`src/rtl/fu_muldiv_seq_pkg.sv`:
```
// -----------------------------------------------------------------------------
// fu_muldiv_seq_pkg
//   Shared definitions for the multi-cycle multiply/divide initiator and the
//   blocks that share the combinational 8-bit function unit with it.
//   Contents:
//     - FS_* : function-select codes understood by the function unit
//     - OP_* : operation encoding on the initiator's op input
//     - state_e : initiator FSM states
// -----------------------------------------------------------------------------
package fu_muldiv_seq_pkg;

  // Function-unit select codes.
  localparam logic [3:0] FS_PASS_A = 4'b0000;  // F = A
  localparam logic [3:0] FS_ADD    = 4'b0010;  // F = A + B, C = carry out
  localparam logic [3:0] FS_SUB    = 4'b0101;  // F = A + ~B + 1, C = 1 means no borrow
  localparam logic [3:0] FS_SHR_B  = 4'b1101;  // F = B >> 1, zero fill
  localparam logic [3:0] FS_SHL_B  = 4'b1110;  // F = B << 1, zero fill

  // Operation encoding.
  localparam logic OP_MUL = 1'b0;
  localparam logic OP_DIV = 1'b1;

  typedef enum logic [1:0] {
    ST_IDLE   = 2'd0,
    ST_STEP_A = 2'd1,
    ST_STEP_B = 2'd2,
    ST_DONE   = 2'd3
  } state_e;

endpackage : fu_muldiv_seq_pkg

```
`src/rtl/fu_muldiv_seq.sv`:
```
// -----------------------------------------------------------------------------
// fu_muldiv_seq
//   Multi-cycle unsigned multiply / divide built on the shared combinational
//   function unit. Each iteration is two micro-operations (STEP_A, STEP_B),
//   issued one per clock on fu_fs/fu_a/fu_b; the unit's result (fu_f, fu_c)
//   is folded into the P/Q accumulator in the same cycle.
//
//   Multiply : shift-and-add, P:Q holds the 16-bit product (P = high byte).
//   Divide   : restoring division, Q = quotient, P = remainder.
//
// Ports
//   clk, rst             clock (rising edge), synchronous active-high reset
//   start, op, opa, opb  request; sampled only in IDLE
//   busy                 high while STEP_A/STEP_B are running
//   done                 one-cycle pulse, results and err valid from this cycle
//   err                  divide-by-zero flag, held until next accepted start
//   result_hi/result_lo  mul: product[15:8]/[7:0]; div: remainder/quotient
//   fu_fs, fu_a, fu_b    micro-operation driven to the function unit
//   fu_f, fu_c           function-unit result and carry
//   fu_v, fu_n, fu_z     function-unit flags, not used by this block
// -----------------------------------------------------------------------------
module fu_muldiv_seq
  import fu_muldiv_seq_pkg::*;
#(
  parameter int WIDTH = 8,
  parameter int ITER  = WIDTH
) (
  input  logic             clk,
  input  logic             rst,
  input  logic             start,
  input  logic             op,
  input  logic [WIDTH-1:0] opa,
  input  logic [WIDTH-1:0] opb,
  output logic             busy,
  output logic             done,
  output logic             err,
  output logic [WIDTH-1:0] result_hi,
  output logic [WIDTH-1:0] result_lo,
  output logic [3:0]       fu_fs,
  output logic [WIDTH-1:0] fu_a,
  output logic [WIDTH-1:0] fu_b,
  input  logic [WIDTH-1:0] fu_f,
  input  logic             fu_c,
  input  logic             fu_v,
  input  logic             fu_n,
  input  logic             fu_z
);

  localparam int                CNT_W    = (ITER > 1) ? $clog2(ITER) : 1;
  localparam logic [CNT_W-1:0]  CNT_LAST = CNT_W'(ITER - 1);

  state_e             state_q, state_d;
  logic [WIDTH-1:0]   p_q, p_d;        // mul: running high half; div: partial remainder
  logic [WIDTH-1:0]   q_q, q_d;        // mul: multiplier/low half; div: dividend/quotient
  logic [WIDTH-1:0]   m_q, m_d;        // multiplicand / divisor
  logic               cy_q, cy_d;      // carry out of the last multiply add
  logic               rmsb_q, rmsb_d;  // bit shifted out of P in the divide shift
  logic [CNT_W-1:0]   cnt_q, cnt_d;
  logic               op_q, op_d;
  logic               err_q, err_d;
  logic [WIDTH-1:0]   res_hi_q, res_hi_d;
  logic [WIDTH-1:0]   res_lo_q, res_lo_d;

  logic div_by_zero;
  logic last_iter;
  logic unused_flags;

  assign div_by_zero  = (op == OP_DIV) && (opb == '0);
  assign last_iter    = (cnt_q == CNT_LAST);
  assign unused_flags = ^{fu_v, fu_n, fu_z};

  // ---------------------------------------------------------------------------
  // State and datapath registers
  // ---------------------------------------------------------------------------
  // NOTE: reset is sampled on the clock edge, so a mid-operation rst simply
  // overrides whatever the next-state logic computed for that edge.
  always_ff @(posedge clk) begin
    if (rst) begin
      state_q  <= ST_IDLE;
      p_q      <= '0;
      q_q      <= '0;
      m_q      <= '0;
      cy_q     <= 1'b0;
      rmsb_q   <= 1'b0;
      cnt_q    <= '0;
      op_q     <= OP_MUL;
      err_q    <= 1'b0;
      res_hi_q <= '0;
      res_lo_q <= '0;
    end else begin
      // NOTE: non-blocking assignments make every flop update from the values
      // of the previous cycle, independent of statement order.
      state_q  <= state_d;
      p_q      <= p_d;
      q_q      <= q_d;
      m_q      <= m_d;
      cy_q     <= cy_d;
      rmsb_q   <= rmsb_d;
      cnt_q    <= cnt_d;
      op_q     <= op_d;
      err_q    <= err_d;
      res_hi_q <= res_hi_d;
      res_lo_q <= res_lo_d;
    end
  end

  // ---------------------------------------------------------------------------
  // Next-state logic
  // ---------------------------------------------------------------------------
  always_comb begin
    // NOTE: defaulting every output of a combinational block first means no
    // path can leave it unassigned, so no latch is inferred.
    state_d = state_q;
    unique case (state_q)
      ST_IDLE:   if (start) state_d = div_by_zero ? ST_DONE : ST_STEP_A;
      ST_STEP_A: state_d = ST_STEP_B;
      ST_STEP_B: state_d = last_iter ? ST_DONE : ST_STEP_A;
      ST_DONE:   state_d = ST_IDLE;
      default:   state_d = ST_IDLE;
    endcase
  end

  // ---------------------------------------------------------------------------
  // Outputs: status and the micro-operation presented to the function unit
  // ---------------------------------------------------------------------------
  always_comb begin
    busy  = (state_q == ST_STEP_A) || (state_q == ST_STEP_B);
    done  = (state_q == ST_DONE);
    fu_fs = FS_PASS_A;
    fu_a  = '0;
    fu_b  = '0;
    unique case (state_q)
      ST_STEP_A: begin
        if (op_q == OP_MUL) begin
          // Passing P through unchanged when the multiplier bit is 0 keeps the
          // datapath update identical for both cases.
          fu_fs = q_q[0] ? FS_ADD : FS_PASS_A;
          fu_a  = p_q;
          fu_b  = m_q;
        end else begin
          fu_fs = FS_SHL_B;
          fu_b  = p_q;
        end
      end
      ST_STEP_B: begin
        if (op_q == OP_MUL) begin
          fu_fs = FS_SHR_B;
          fu_b  = p_q;
        end else begin
          fu_fs = FS_SUB;
          fu_a  = p_q;
          fu_b  = m_q;
        end
      end
      default: ;
    endcase
  end

  // ---------------------------------------------------------------------------
  // Datapath next values
  // ---------------------------------------------------------------------------
  always_comb begin
    p_d      = p_q;
    q_d      = q_q;
    m_d      = m_q;
    cy_d     = cy_q;
    rmsb_d   = rmsb_q;
    cnt_d    = cnt_q;
    op_d     = op_q;
    err_d    = err_q;
    res_hi_d = res_hi_q;
    res_lo_d = res_lo_q;

    unique case (state_q)
      ST_IDLE: begin
        if (start) begin
          if (div_by_zero) begin
            err_d    = 1'b1;
            res_hi_d = opa;
            res_lo_d = '1;
          end else begin
            p_d    = '0;
            q_d    = opa;
            m_d    = opb;
            cy_d   = 1'b0;
            rmsb_d = 1'b0;
            cnt_d  = '0;
            op_d   = op;
            err_d  = 1'b0;
          end
        end
      end

      ST_STEP_A: begin
        if (op_q == OP_MUL) begin
          p_d  = fu_f;
          cy_d = q_q[0] & fu_c;
        end else begin
          // Shift the P:Q pair left by one; P's old MSB is kept in rmsb so the
          // trial subtract can treat P as a 9-bit value.
          p_d    = {fu_f[WIDTH-1:1], q_q[WIDTH-1]};
          rmsb_d = p_q[WIDTH-1];
          q_d    = {q_q[WIDTH-2:0], 1'b0};
        end
      end

      ST_STEP_B: begin
        if (op_q == OP_MUL) begin
          // Shift cy:P:Q right by one; cy supplies the bit lost by the add.
          p_d = {cy_q, fu_f[WIDTH-2:0]};
          q_d = {p_q[0], q_q[WIDTH-1:1]};
        end else if (rmsb_q || fu_c) begin
          p_d = fu_f;
          q_d = {q_q[WIDTH-1:1], 1'b1};
        end
        cnt_d = cnt_q + CNT_W'(1);
        // Capture on the edge into DONE so results are valid with the pulse.
        if (last_iter) begin
          res_hi_d = p_d;
          res_lo_d = q_d;
        end
      end

      default: ;
    endcase
  end

  assign err       = err_q;
  assign result_hi = res_hi_q;
  assign result_lo = res_lo_q;

endmodule : fu_muldiv_seq

```
`config.mk`:
```
export PLATFORM = sky130hd
export DESIGN_NAME = fu_muldiv_seq
export DESIGN_NICKNAME = d
export VERILOG_FILES = /design/src/rtl/fu_muldiv_seq_pkg.sv /design/src/rtl/fu_muldiv_seq.sv
export SDC_FILE = /design/constraint.sdc
export NUM_CORES = 1
export LEC_CHECK = 0
export ABC_AREA = 0
export BUFFER_PORTS_ARGS = -buffer_cell sky130_fd_sc_hd__buf_2
export CAP_MARGIN = 20
export CORE_AREA = 2 2 80 82
export DETAILED_ROUTE_END_ITERATION = 10
export DIE_AREA = 0 0 82 84
export GPL_ROUTABILITY_DRIVEN = 0
export PLACE_DENSITY = 0.69
export SLEW_MARGIN = 10
export SYNTH_ARGS = -nofsm -noshare
export SYNTH_HDL_FRONTEND = slang
export SYNTH_SLANG_ARGS = --single-unit
```
`constraint.sdc`:
```
create_clock -name clk -period 2.37 [get_ports clk]
set_clock_uncertainty 0.1 [all_clocks]
set_input_delay 0.474 -clock clk [delete_from_list [all_inputs] [get_ports clk]]
set_output_delay 0.474 -clock clk [all_outputs]
set_load 0.005 [all_outputs]
```
==> After elaboration in Yosys (flattened, before gate mapping) <==
Cells that the tools add are included.
{ "classes": {"add_sub_neg": 1, "n_eq_ne": 10, "n_mux": 44, "bitwise_logic": 2, "reduce_logical": 16} }
{ "op_table": {"columns": ["operator", "n"], "rows": [
  ["$mux W8", 18],
  ["$pmux W8 S2", 4],
  ["$pmux W8 S3", 2],
  ["$reduce_and A4 Y1", 4],
  ["$ne A2 B2 Y1 const B", 6],
  ["$reduce_and A3 Y1", 3],
  ["$logic_not A8 Y1", 1],
  ["$mux W2", 4],
  ["$mux W4", 2],
  ["$pmux W2 S4", 1],
  ["$pmux W4 S2", 1],
  ["$mux W1", 7],
  ["$mux W3", 2],
  ["$pmux W3 S2", 1],
  ["$eq A2 B2 Y1 const B", 2],
  ["$pmux W1 S2", 2],
  ["$reduce_bool A2 Y1", 2],
  ["$add A3 B1 Y3 const B", 1],
  ["$eq A3 B3 Y1 const B", 1],
  ["$reduce_bool A3 Y1", 1],
  ["$eq A2 B1 Y1 const B", 1],
  ["$logic_not A2 Y1", 1],
  ["$logic_or A1 B1 Y1", 2],
  ["$reduce_and A2 Y1", 1],
  ["3 further kinds", 3]
]} }
{ "totals": {"ff_bits": 49, "inputBits": 32, "output_inout_bits": 39, "word_cells": 84} }

==> Longest topological paths before layout <==
Gate-level depths: netlist of the first run.
{ "depth": {"depth_word": 5, "ltp_mapped": 8, "depth_no_buf": 7} }

==> Least setup slack after synthesis of the first run <==
No wires, ideal clock.
{ "synth_timing": {"kind": "register to output", "start": "register state_q[0]", "end": "output port fu_b[0]", "arrival_time_ns": 1.599, "t_required_ns": 1.796, "setup_slack_ns": 0.197, "path_stages_with_launch": 8, "n_path_buf": 1, "cell_sequence": "dfxtp_1 > inv_1 > ha_1 > inv_1 > o21ai_0 > and2_1 > clkbuf_1 > a22o_1"} }
{ "synth_via": {"elab_chain_cells": 2, "elab_cells_between_ends": 3, "cone_classes": "eq/ne (2); mux (1)"} }
{ "synth_rtl": {"columns": ["item", "line_no", "source"], "rows": [
  ["from (decl)", "fu_muldiv_seq.sv:52", "state_e state_q, state_d;"],
  ["from (signal assigned)", "fu_muldiv_seq.sv:93", "state_q <= state_d;"],
  ["$eq A2 B2 Y1 or $eq A2 B1 Y1 (tied branches)", "fu_muldiv_seq.sv:132", "unique case (state_q)"],
  ["$pmux W8 S2 (*)", "fu_muldiv_seq.sv:132", null],
  ["to (decl)", "fu_muldiv_seq.sv:41", "output logic [WIDTH-1:0] fu_b,"]
]} }
Mark *: on every way between the ends. The rest lies on a longest branch, timed or not.

==> Final worst setup path of the first run <==
{ "layout_timing": {"start": "register state_q[1]", "end": "output port fu_b[4]"} }
The elaborated chain is that of the path after synthesis.

==> results.ini, run 1 <==
[timing]
slew_viol_final = 0
worst_pin_slew_ns = 0.480
rsz0062_at_grt = yes
setup_viol = 0
setup_tns_ns = 0
finalCritPeriodShare = 0.987
clock.fmax_mhz = 428
hold_viol_final = 0
relSlewSlack = 0.680
min_period_ns = 2.34

[yosys]
synth_area_sq_um = 2650
avgSynthCellArea_sq_um = 8.88
synth_cell_types = 45
ys_seq_area_frac = 0.371
synth_compound_area_frac = 0.237
async_reset_ff_frac = 0
ys_seq_elements = 49
synth.area.mux_share = 0.135
synth_fa_ha_area_frac = 0.0378
synth_flop_cell = dfxtp_1
yosys.area_share.xor_xnor = 0
synth-simple-area-share = 0.164
yosysWarnings = 0
synth_top_family_by_area = compound AO/OA/AOI/OAI gates
syn_nets = 338
synth_edf_count = 0
synth_cells = 298

[worst_setup_path]
cp_cell_sequence = inv_4, ha_4, nor2b_1, a21oi_2, nor2b_4, buf_12, a22o_1, buf_2
crit_type = flop to output port
end_kind = output port
crit_fanout = 16
worstPathArrival_ns = 1.76
slowest_stage = dfxtp_2
critPathBufInv = 3
critPathLaunchType = flop
cpPeakStageDelay_ns = 0.36
crit_required_ns = 1.80
critPathTopFamily = compound AO/OA/AOI/OAI gates

[final_layout]
drive_gt1_frac = 0.298
fin_area_sq_um = 3250
syn_to_final_growth_pct = 22.9
fillers = 601
nets = 401
antennaDiodeCount = 0
post-route-util = 0.534

[route]
wirelength_microns = 6720
avgViaCountPerCell = 5.56
drcViolationCount = 0
drt_iter0_drc = 212
antenna_left = 0
wl_per_cell_microns = 15.3
dr.pass1.iters = 5
vias = 2442

[global_route]
grt_pass1_wl_microns = 11000
grt_max_degree = 30
antenna_found_initial = 0
track_usage = 0.205
grt_pass1_vias = 2209
grt_remaining_overflow = 0

[cts]
clkTransAtPathRegs_ns = 0.09
cts.path.max_buffers = 2
cts.sinks = 49
htreeDepth = 2
clock_latency_ns = 0.31
cts_root_buffer = clkbuf_8
cts_buffers = 5
cts_tree = yes

[floorplanning]
rows = 29
die_height_microns = 84
top_level_ports = 71
start_util = 0.434
chipWidth_microns = 82
die_area_sq_um = 6890
core_sq_um = 6100

[status]
status = finished clean

[pwr]
irDropWorstVdd_mv = 0.337
total_power_mw = 2.97
power_density_nw_per_um2 = 913
leakage_nw = 1.40

[worst_hold_path]
min_path_type = primary input to flop

[placement]
port_buffers = 67
hpwl_microns = 4810
dpl_cell_area_sq_um = 3070

[flow_run]
cap_viol_max_count = 0

-- cell type report --
cell class / count / area, sq um / share of cell area
clock buffer: 5 / 68.8 / 0.0212
tap: 77 / 96.3 / 0.0296
sequential: 49 / 983 / 0.302
clock inverter: 3 / 21.3 / 0.00654
multi-input combinational: 217 / 1570 / 0.482
timing repair buffer: 80 / 483 / 0.148
inverter: 8 / 32.5 / 0.0100
-- stage by stage --
stage | hold slack, ns | setup slack, ns | std cells
6_report | 0.309 | 0.0313 | 439
5_1_grt | 0.320 | -0.0398 | 439
4_1_cts | 0.303 | 0.00327 | 439
3_5_place_dp | 0.371 | -0.140 | 430
3_3_place_gp | 0.361 | -0.0863 | 430
2_1_floorplan | 0.348 | 0.197 | 298
-- layout by cell type, fill, tap and decap left out, types with 6 or more instances in the layout --
cell type,Yosys,layout
a311oi_1,8,8
mux2i_1,32,32
o2bb2ai_1,8,8
dfxtp_1,49,47
inv_1,8,6
buf_4,2,9
a21oi_1,26,25
and2_1,9,8
a22o_1,10,10
o211ai_1,14,14
nand2_1,10,9
nand2b_1,8,8
buf_2,2,67
nor2_1,43,43
-- repair_timing --
item | in CTS | in global routing
pin swaps | 0 | 3
hold buffers | 0 | 0
gates resized for setup | 13 | 10
setup buffers | 1 | 0
setup endpoints to repair | 16 | 16
-- sequential cells by signal (all words and copies together), names as in the netlist --
signal / cells
cnt_q: 3
cy_q: 1
err: 1
m_q: 8
op_q: 1
p_q: 8
q_q: 8
result_hi: 8
result_lo: 8
rmsb_q: 1
state_q: 2
-- power by group --
group | leakage (nW) | switching, mW | internal, mW | total [mW]
clock | 0.0445 | 0.303 | 0.210 | 0.513
sequential | 0.402 | 0.125 | 0.996 | 1.12
combinational | 0.955 | 0.708 | 0.627 | 1.33
-- final timing paths --
| path | startpoint | endpoint | slack, ns | depth (start not counted) |
|---|---|---|---|---|
| setup / recovery | state_q[1] | fu_b[4] | 0.03 | 8 |
| hold / removal | op | op_q | 0.31 | 3 |
| setup reg to reg | op_q | q_q[0] | 0.11 | 6 |
| hold reg to reg | cy_q | cy_q | 0.38 | 2 |
-- kinds of logic (layout without fill, tap and decap cells) --
logic type                 Yosys count  after routing
DFF                                 49             49
and+or+nand+nor                     87             87
buffers and inverters               32             96
muxes                               35             35
AOI/OAI and AO/OA                   87             87
adders and majority gates            8              8
-- cell usage after synthesis (3+ instances only) --
| library cell | instances | area, sq um |
|---|---|---|
| clkbuf_1 | 17 | 63.8 |
| ha_1 | 8 | 100 |
| inv_1 | 8 | 30.0 |
| nor2b_1 | 3 | 18.8 |
| o211ai_1 | 14 | 105 |
| a22o_1 | 10 | 87.6 |
| a21oi_1 | 26 | 130 |
| a211oi_1 | 5 | 37.5 |
| nor2_1 | 43 | 161 |
| mux2i_1 | 32 | 320 |
| nand2b_1 | 8 | 50.1 |
| o2bb2ai_1 | 8 | 70.1 |
| a311oi_1 | 8 | 70.1 |
| nand2_1 | 10 | 37.5 |
| o21ai_0 | 4 | 20.0 |
| nor3_1 | 4 | 20.0 |
| dfxtp_1 | 49 | 981 |
| and2_1 | 9 | 56.3 |
-- worst min-delay path: stages --
cell	delay [ns]
buf_2	0.08
mux2i_1	0.06
nor2_1	0.07
-- metal layers --
| layer | track usage | wire, microns |
|---|---|---|
| met1 | 0.298 | 3200 |
| met2 | 0.306 | 3020 |
| met3 | 0.0465 | 440 |
| met4 | 0.0500 | 57 |
| met5 | 0 | 0 |
No activity file was read; power rests on OpenSTA's default activity.
==> inputs of run 2 (changes only) <==
--- a/config.mk
+++ b/config.mk
@@ -8,11 +8,11 @@
 export ABC_AREA = 0
 export BUFFER_PORTS_ARGS = -buffer_cell sky130_fd_sc_hd__buf_2
 export CAP_MARGIN = 20
-export CORE_AREA = 2 2 80 82
+export CORE_AREA = 4 4 77 79
 export DETAILED_ROUTE_END_ITERATION = 10
-export DIE_AREA = 0 0 82 84
+export DIE_AREA = 0 0 81 83
 export GPL_ROUTABILITY_DRIVEN = 0
-export PLACE_DENSITY = 0.69
+export PLACE_DENSITY = 0.77
 export SLEW_MARGIN = 10
 export SYNTH_ARGS = -nofsm -noshare
 export SYNTH_HDL_FRONTEND = slang
==> constraint.sdc (replaced) <==
create_clock -name clk -period 2.68 [get_ports clk]
set_clock_uncertainty 0.1 [all_clocks]
set_input_delay 0.536 -clock clk [delete_from_list [all_inputs] [get_ports clk]]
set_output_delay 0.536 -clock clk [all_outputs]
set_load 0.005 [all_outputs]
==> run 2 against run 1 <==
  * Cell count decreased by 1.6%
  * Flip-flop and latch count unchanged
  * Sequential power decreased by 12%
  * Die area decreased by 2.4%
  * Worst setup slack improved by 0.068 ns
  * Via count decreased by 3.3%
  * Clock power decreased by 14%
  * Total power decreased by 15%
  * Global-route usage decreased by 0.51 points
  * Critical endpoint is now fu_b[6]
==> results.ini, run 2 (same netlist as run 1, synthesis figures left out) <==
[timing]
setup_tns_ns = 0  ; unchanged
finalCritPeriodShare = 0.963
slew_viol_final = 0  ; unchanged
rsz0062_at_grt = no
min_period_ns = 2.58
relSlewSlack = 0.670  ; -0.00990
clock.fmax_mhz = 388
hold_viol_final = 0  ; unchanged
setup_viol = 0  ; unchanged
worst_pin_slew_ns = 0.495  ; +0.0149 ns

[worst_setup_path]
end_kind = output port
reg2reg_slack_ns = 0.40  ; +0.29 ns
cp-endpoint = fu_b[6]
startpoint = state_q[1]
r2r_end = result_hi[6]
worstReg2RegStart = op_q
rr_worst_depth = 6  ; unchanged
crit_required_ns = 2.04  ; +0.24 ns
crit_type = flop to output port
worstPathArrival_ns = 1.94  ; +0.18 ns
crit_fanout = 16  ; unchanged
critPathLaunchType = flop

[floorplanning]
chipWidth_microns = 81  ; -1.2%
top_level_ports = 71  ; unchanged
die_height_microns = 83  ; -1.2%
die_area_sq_um = 6720  ; -2.4%
rows = 27  ; -6.9%
start_util = 0.496  ; +0.0617
core_sq_um = 5340  ; -12%

[flow_run]
cap_viol_max_count = 0  ; unchanged

[final_layout]
layout_common_cells = 67 x buf_2, 48 x dfxtp_1, 43 x nor2_1, 32 x mux2i_1, 26 x a21oi_1
syn_to_final_growth_pct = 19.5
antennaDiodeCount = 0  ; unchanged
fillers = 513  ; -15%
layout_commonest_cell = buf_2
multiInputGateArea_sq_um = 1540  ; -2.0%
register_area_sq_um = 982  ; -0.13%
drive_gt1_frac = 0.272  ; -0.0261
nets = 399  ; -0.50%

[global_route]
grt_remaining_overflow = 0  ; unchanged
grt_pass1_vias = 2336  ; +5.7%
track_usage = 0.200  ; -0.00515
grt_pass1_wl_microns = 10800  ; -1.6%
grtUsageMet3 = 0.0358  ; -0.0107
gr-usage-met1 = 0.275  ; -0.0225
grt_max_degree = 40  ; +33%
antenna_found_initial = 0  ; unchanged
grt.busiest_layer = met2
met2_usage = 0.317  ; +0.0107

[pwr]
clkPwrFrac = 0.176  ; +0.003
p_int_mw = 1.55  ; -15%
p_seq_frac = 0.392  ; +0.014
irDropWorstVdd_mv = 0.355  ; +5.5%
power_density_nw_per_um2 = 795  ; -13%
total_power_mw = 2.52  ; -15%
p_sw_mw = 0.965  ; -15%
switching_share = 0.384  ; +0.000958
leakage_nw = 1.38  ; -1.5%
pwr-share-comb = 0.432  ; -0.018

[status]
status = finished clean

[route]
wirelength_microns = 6570  ; -2.2%
drt_iter0_drc = 185  ; -13%
avgViaCountPerCell = 5.47  ; -1.7%
wl_per_cell_microns = 15.2  ; -0.59%
antenna_left = 0  ; unchanged
drcViolationCount = 0  ; unchanged
vias = 2362  ; -3.3%
dr.pass1.iters = 4  ; -1

[placement]
port_buffers = 67  ; unchanged
hpwl_microns = 4700  ; -2.3%

[cts]
cts.sinks = 49  ; unchanged
cts.hold.buffers_added = 0  ; unchanged
htreeDepth = 2  ; unchanged
cts_tree = yes
cts.path.max_buffers = 2  ; unchanged
cts_buffers = 5  ; unchanged
clkTransAtPathRegs_ns = 0.09  ; about the same
cts_root_buffer = clkbuf_8
clock_latency_ns = 0.30  ; about the same

[worst_hold_path]
min_path_type = primary input to flop

==> run 2: final cells by class <==
type	count	area share
multi-input combinational	217	0.486
sequential	49	0.311
timing repair buffer	78	0.138
tap	72	0.0285
clock buffer	6	0.0229
inverter	8	0.00949
clock inverter	2	0.00435
==> run 2: stage by stage <==
step / worst slack [ns] / instances / util / cell area [sq um] / hold slack [ns]
finish: 0.0996 / 432 / 0.593 / 3160 / 0.389
global route: 0.0271 / 432 / 0.593 / 3160 / 0.413
CTS: 0.0322 / 431 / 0.585 / 3120 / 0.386
detailed placement: 0.103 / 423 / 0.568 / 3030 / 0.371
global placement: 0.127 / 423 / 0.568 / 3030 / 0.366
floorplan: 0.445 / 298 / - / 2650 / 0.348
==> run 2: worst min path at each step <==
stage / from / to / slack (ns) / cells past startpoint
3_3_place_gp: cy_q / cy_q / 0.37 / 2
6_report: opb[6] / m_q[6] / 0.39 / 3
5_1_grt: op / op_q / 0.41 / 3
3_5_place_dp: cnt_q[1] / cnt_q[1] / 0.37 / 1
4_1_cts: opb[6] / m_q[6] / 0.39 / 3
2_1_floorplan: cy_q / cy_q / 0.35 / 2
==> run 2: what timing repair did <==
action                                 CTS  global route
setup buffers                            0             1
setup endpoints to repair               16            16
cloned                                   0             0
gates resized for setup                  4             6
endpoints found under the hold margin    0             0
pin swaps                                0             1
==> run 2: metal layers <==
layer / wire (microns) / share of wire
met1: 3030 / 0.46
met2: 2980 / 0.45
met3: 437 / 0.067
met4: 115 / 0.018
met5: 0 / 0
==> run 2: critical path: stages, from the launching register on <==
cell,delay [ns]
dfxtp_2,0.38
inv_1,0.10
ha_2,0.20
nor2b_1,0.16
a21oi_1,0.22
nor2b_4,0.08
buf_12,0.15
a22o_1,0.23
buf_2,0.13
==> run 2: power by group through the flow <==
stage / Clock, mW / Sequential (mW) / Combinational, mW
detailed placement: 0 / 1.00 / 1.04
CTS: 0.458 / 0.986 / 1.05
finish: 0.442 / 0.986 / 1.09
floorplan: 0 / 0.988 / 0.760
global route: 0.478 / 1.01 / 1.21
global placement: 0 / 0.998 / 1.02
==> inputs of run 3 (changes only) <==
--- a/config.mk
+++ b/config.mk
@@ -8,11 +8,11 @@
 export ABC_AREA = 0
 export BUFFER_PORTS_ARGS = -buffer_cell sky130_fd_sc_hd__buf_2
 export CAP_MARGIN = 20
-export CORE_AREA = 4 4 77 79
+export CORE_AREA = 4 4 91 110
 export DETAILED_ROUTE_END_ITERATION = 10
-export DIE_AREA = 0 0 81 83
+export DIE_AREA = 0 0 95 114
 export GPL_ROUTABILITY_DRIVEN = 0
-export PLACE_DENSITY = 0.77
+export HOLD_SLACK_MARGIN = 0.02
 export SLEW_MARGIN = 10
 export SYNTH_ARGS = -nofsm -noshare
 export SYNTH_HDL_FRONTEND = slang
==> run 3 against run 2 <==
  * Sequential power about the same
  * Critical path depth stayed put
  * Via count is essentially flat
  * Clock power rose by 21%
  * Largest cell class unchanged
==> results.ini, run 3 (same netlist as run 1, synthesis figures left out) <==
[final_layout]
drive_gt1_frac = 0.263  ; -0.00965
layout_common_cells = 67 x buf_2, 48 x dfxtp_1, 43 x nor2_1, 32 x mux2i_1, 26 x a21oi_1
layout.cells.non_filler = 478  ; +11%
nets = 397  ; -0.50%
multiInputGateArea_sq_um = 1530  ; -0.41%
layout_commonest_cell = buf_2
antennaDiodeCount = 0  ; unchanged
syn_to_final_growth_pct = 21.3
fillers = 999  ; +95%
fin_area_sq_um = 3210  ; +1.5%
register_area_sq_um = 982  ; unchanged

[cts]
cts_buffers = 5  ; unchanged
cts_tree = yes
cts_root_buffer = clkbuf_8
cts.sinks = 49  ; unchanged
cts.path.max_buffers = 2  ; unchanged
clock_latency_ns = 0.30  ; about the same
htreeDepth = 2  ; unchanged
clkTransAtPathRegs_ns = 0.09  ; about the same
postCtsSetupBuffers = 0  ; unchanged

[status]
status = finished clean

[floorplanning]
chipWidth_microns = 95  ; +17%
rows = 38  ; +41%
start_util = 0.296  ; -0.200
top_level_ports = 71  ; unchanged
die_height_microns = 114  ; +37%
core_sq_um = 8940  ; +67%
die_area_sq_um = 10800  ; +61%

[worst_setup_path]
critPathBufInv = 3  ; unchanged
worstPathArrival_ns = 1.89  ; -0.05 ns
end_kind = output port
critPathLaunchType = flop
startpoint = state_q[1]
worstReg2RegStart = state_q[0]
slowest_stage = dfxtp_2
cp-endpoint = fu_b[4]
crit_required_ns = 2.04  ; about the same
cp_num_cells = 8  ; unchanged
r2r_end = result_hi[6]
crit_type = flop to output port
cpPeakStageDelay_ns = 0.35  ; -0.03 ns
critPathTopFamily = buffers and inverters
crit_fanout = 20  ; +4
rr_worst_depth = 8  ; +2
cp_cell_sequence = inv_1, ha_1, buf_6, nand2_1, o21ai_1, and2_4, a22o_1, buf_2
reg2reg_slack_ns = 0.51  ; +0.11 ns

[global_route]
track_usage = 0.135  ; -0.0651
grt_remaining_overflow = 0  ; unchanged
grt_pass1_wl_microns = 11600  ; +7.3%
antenna_found_initial = 0  ; unchanged
grt_max_degree = 40  ; unchanged
grt_pass1_vias = 2276  ; -2.6%

[placement]
hpwl_microns = 5350  ; +14%
dp_worst_setup_slack_ns = 0.0805  ; -0.0223 ns
dpl_cell_area_sq_um = 3080  ; +1.7%
place_inst = 470  ; +11%
port_buffers = 67  ; unchanged

[route]
avgViaCountPerCell = 4.94  ; -9.7%
wl_per_cell_microns = 15.2  ; +0.13%
dr.pass1.iters = 4  ; unchanged
vias = 2361  ; -0.042%
antenna_left = 0  ; unchanged
wirelength_microns = 7280  ; +11%
drcViolationCount = 0  ; unchanged
drt_iter0_drc = 195  ; +5.4%

[timing]
worst_slack_ns = 0.158  ; +0.0584 ns
worst_pin_slew_ns = 0.513  ; +0.0172 ns
hold_viol_final = 0  ; unchanged
setup_tns_ns = 0  ; unchanged
relSlewSlack = 0.658  ; -0.0115
clock.fmax_mhz = 397  ; +2.3%
slew_viol_final = 0  ; unchanged
rsz0062_at_grt = no
min_period_ns = 2.52  ; -0.0584 ns
finalCritPeriodShare = 0.941  ; -0.0218
setup_viol = 0  ; unchanged

[pwr]
leakage_nw = 1.38  ; -0.40%
irDropWorstVdd_mv = 0.315  ; -11%
power_density_nw_per_um2 = 806  ; +1.3%

[flow_run]
cap_viol_max_count = 0  ; unchanged

[worst_hold_path]
whs_path_depth = 2  ; -1
min_path_type = flop to flop

-- run 3: cell count changes in the layout (fill, tap and decap cells not counted), sizes merged --
cell    before  now
bufinv       0    1
inv          9    8
buf         78   76
-- run 3: layout make-up --
class / instances / share of cell area
Inverter: 8 / 0.00935
Tap cell: 120 / 0.0468
Timing Repair Buffer: 76 / 0.127
Multi-Input combinational cell: 217 / 0.477
Clock inverter: 2 / 0.0121
Clock buffer: 6 / 0.0226
Sequential cell: 49 / 0.306
-- run 3: where the power goes --
group,leakage [nW],internal [mW],switching [mW]
Combinational,0.919,0.461,0.606
Sequential,0.402,0.880,0.106
Clock,0.0554,0.281,0.253
Total,1.38,1.62,0.965
-- run 3: worst min-delay path by stage --
stage	from	endpoint	slack [ns]
2_1_floorplan	cy_q	cy_q	0.35
3_3_place_gp	cy_q	cy_q	0.36
3_5_place_dp	cy_q	cy_q	0.37
4_1_cts	cy_q	cy_q	0.38
5_1_grt	opb[1]	m_q[1]	0.41
6_report	cy_q	cy_q	0.38
-- run 3: through the flow --
stage | utilization | total power, mW | hold slack (ns)
2_1_floorplan | - | 1.75 | 0.348
3_3_place_gp | 0.345 | 2.04 | 0.362
3_5_place_dp | 0.345 | 2.06 | 0.369
4_1_cts | 0.358 | 2.60 | 0.382
5_1_grt | 0.359 | 2.79 | 0.410
6_report | 0.359 | 2.59 | 0.381
-- run 3: metal layers --
metal	share of wire	wire, microns	GRT usage
met4	0.013	92	0.0404
met5	0	0	0
met1	0.49	3540	0.188
met2	0.47	3440	0.217
met3	0.029	209	0.0178
-- run 3: worst reg2reg max path, delay by kind of cell (launching register included) --
family / cells / cell delay, ns
buffers and inverters: 3 / 0.78
multiplexers: 2 / 0.40
flip-flops: 1 / 0.35
adder cells (fa/ha/maj): 1 / 0.21
AO/OA/AOI/OAI: 1 / 0.14
AND/OR/NAND/NOR: 1 / 0.14
-- run 3: repair_timing --
item,CTS,global route
endpoints found under the setup margin,16,16
hold buffers,0,0
hold endpoints to repair,0,0
resized for setup,4,3
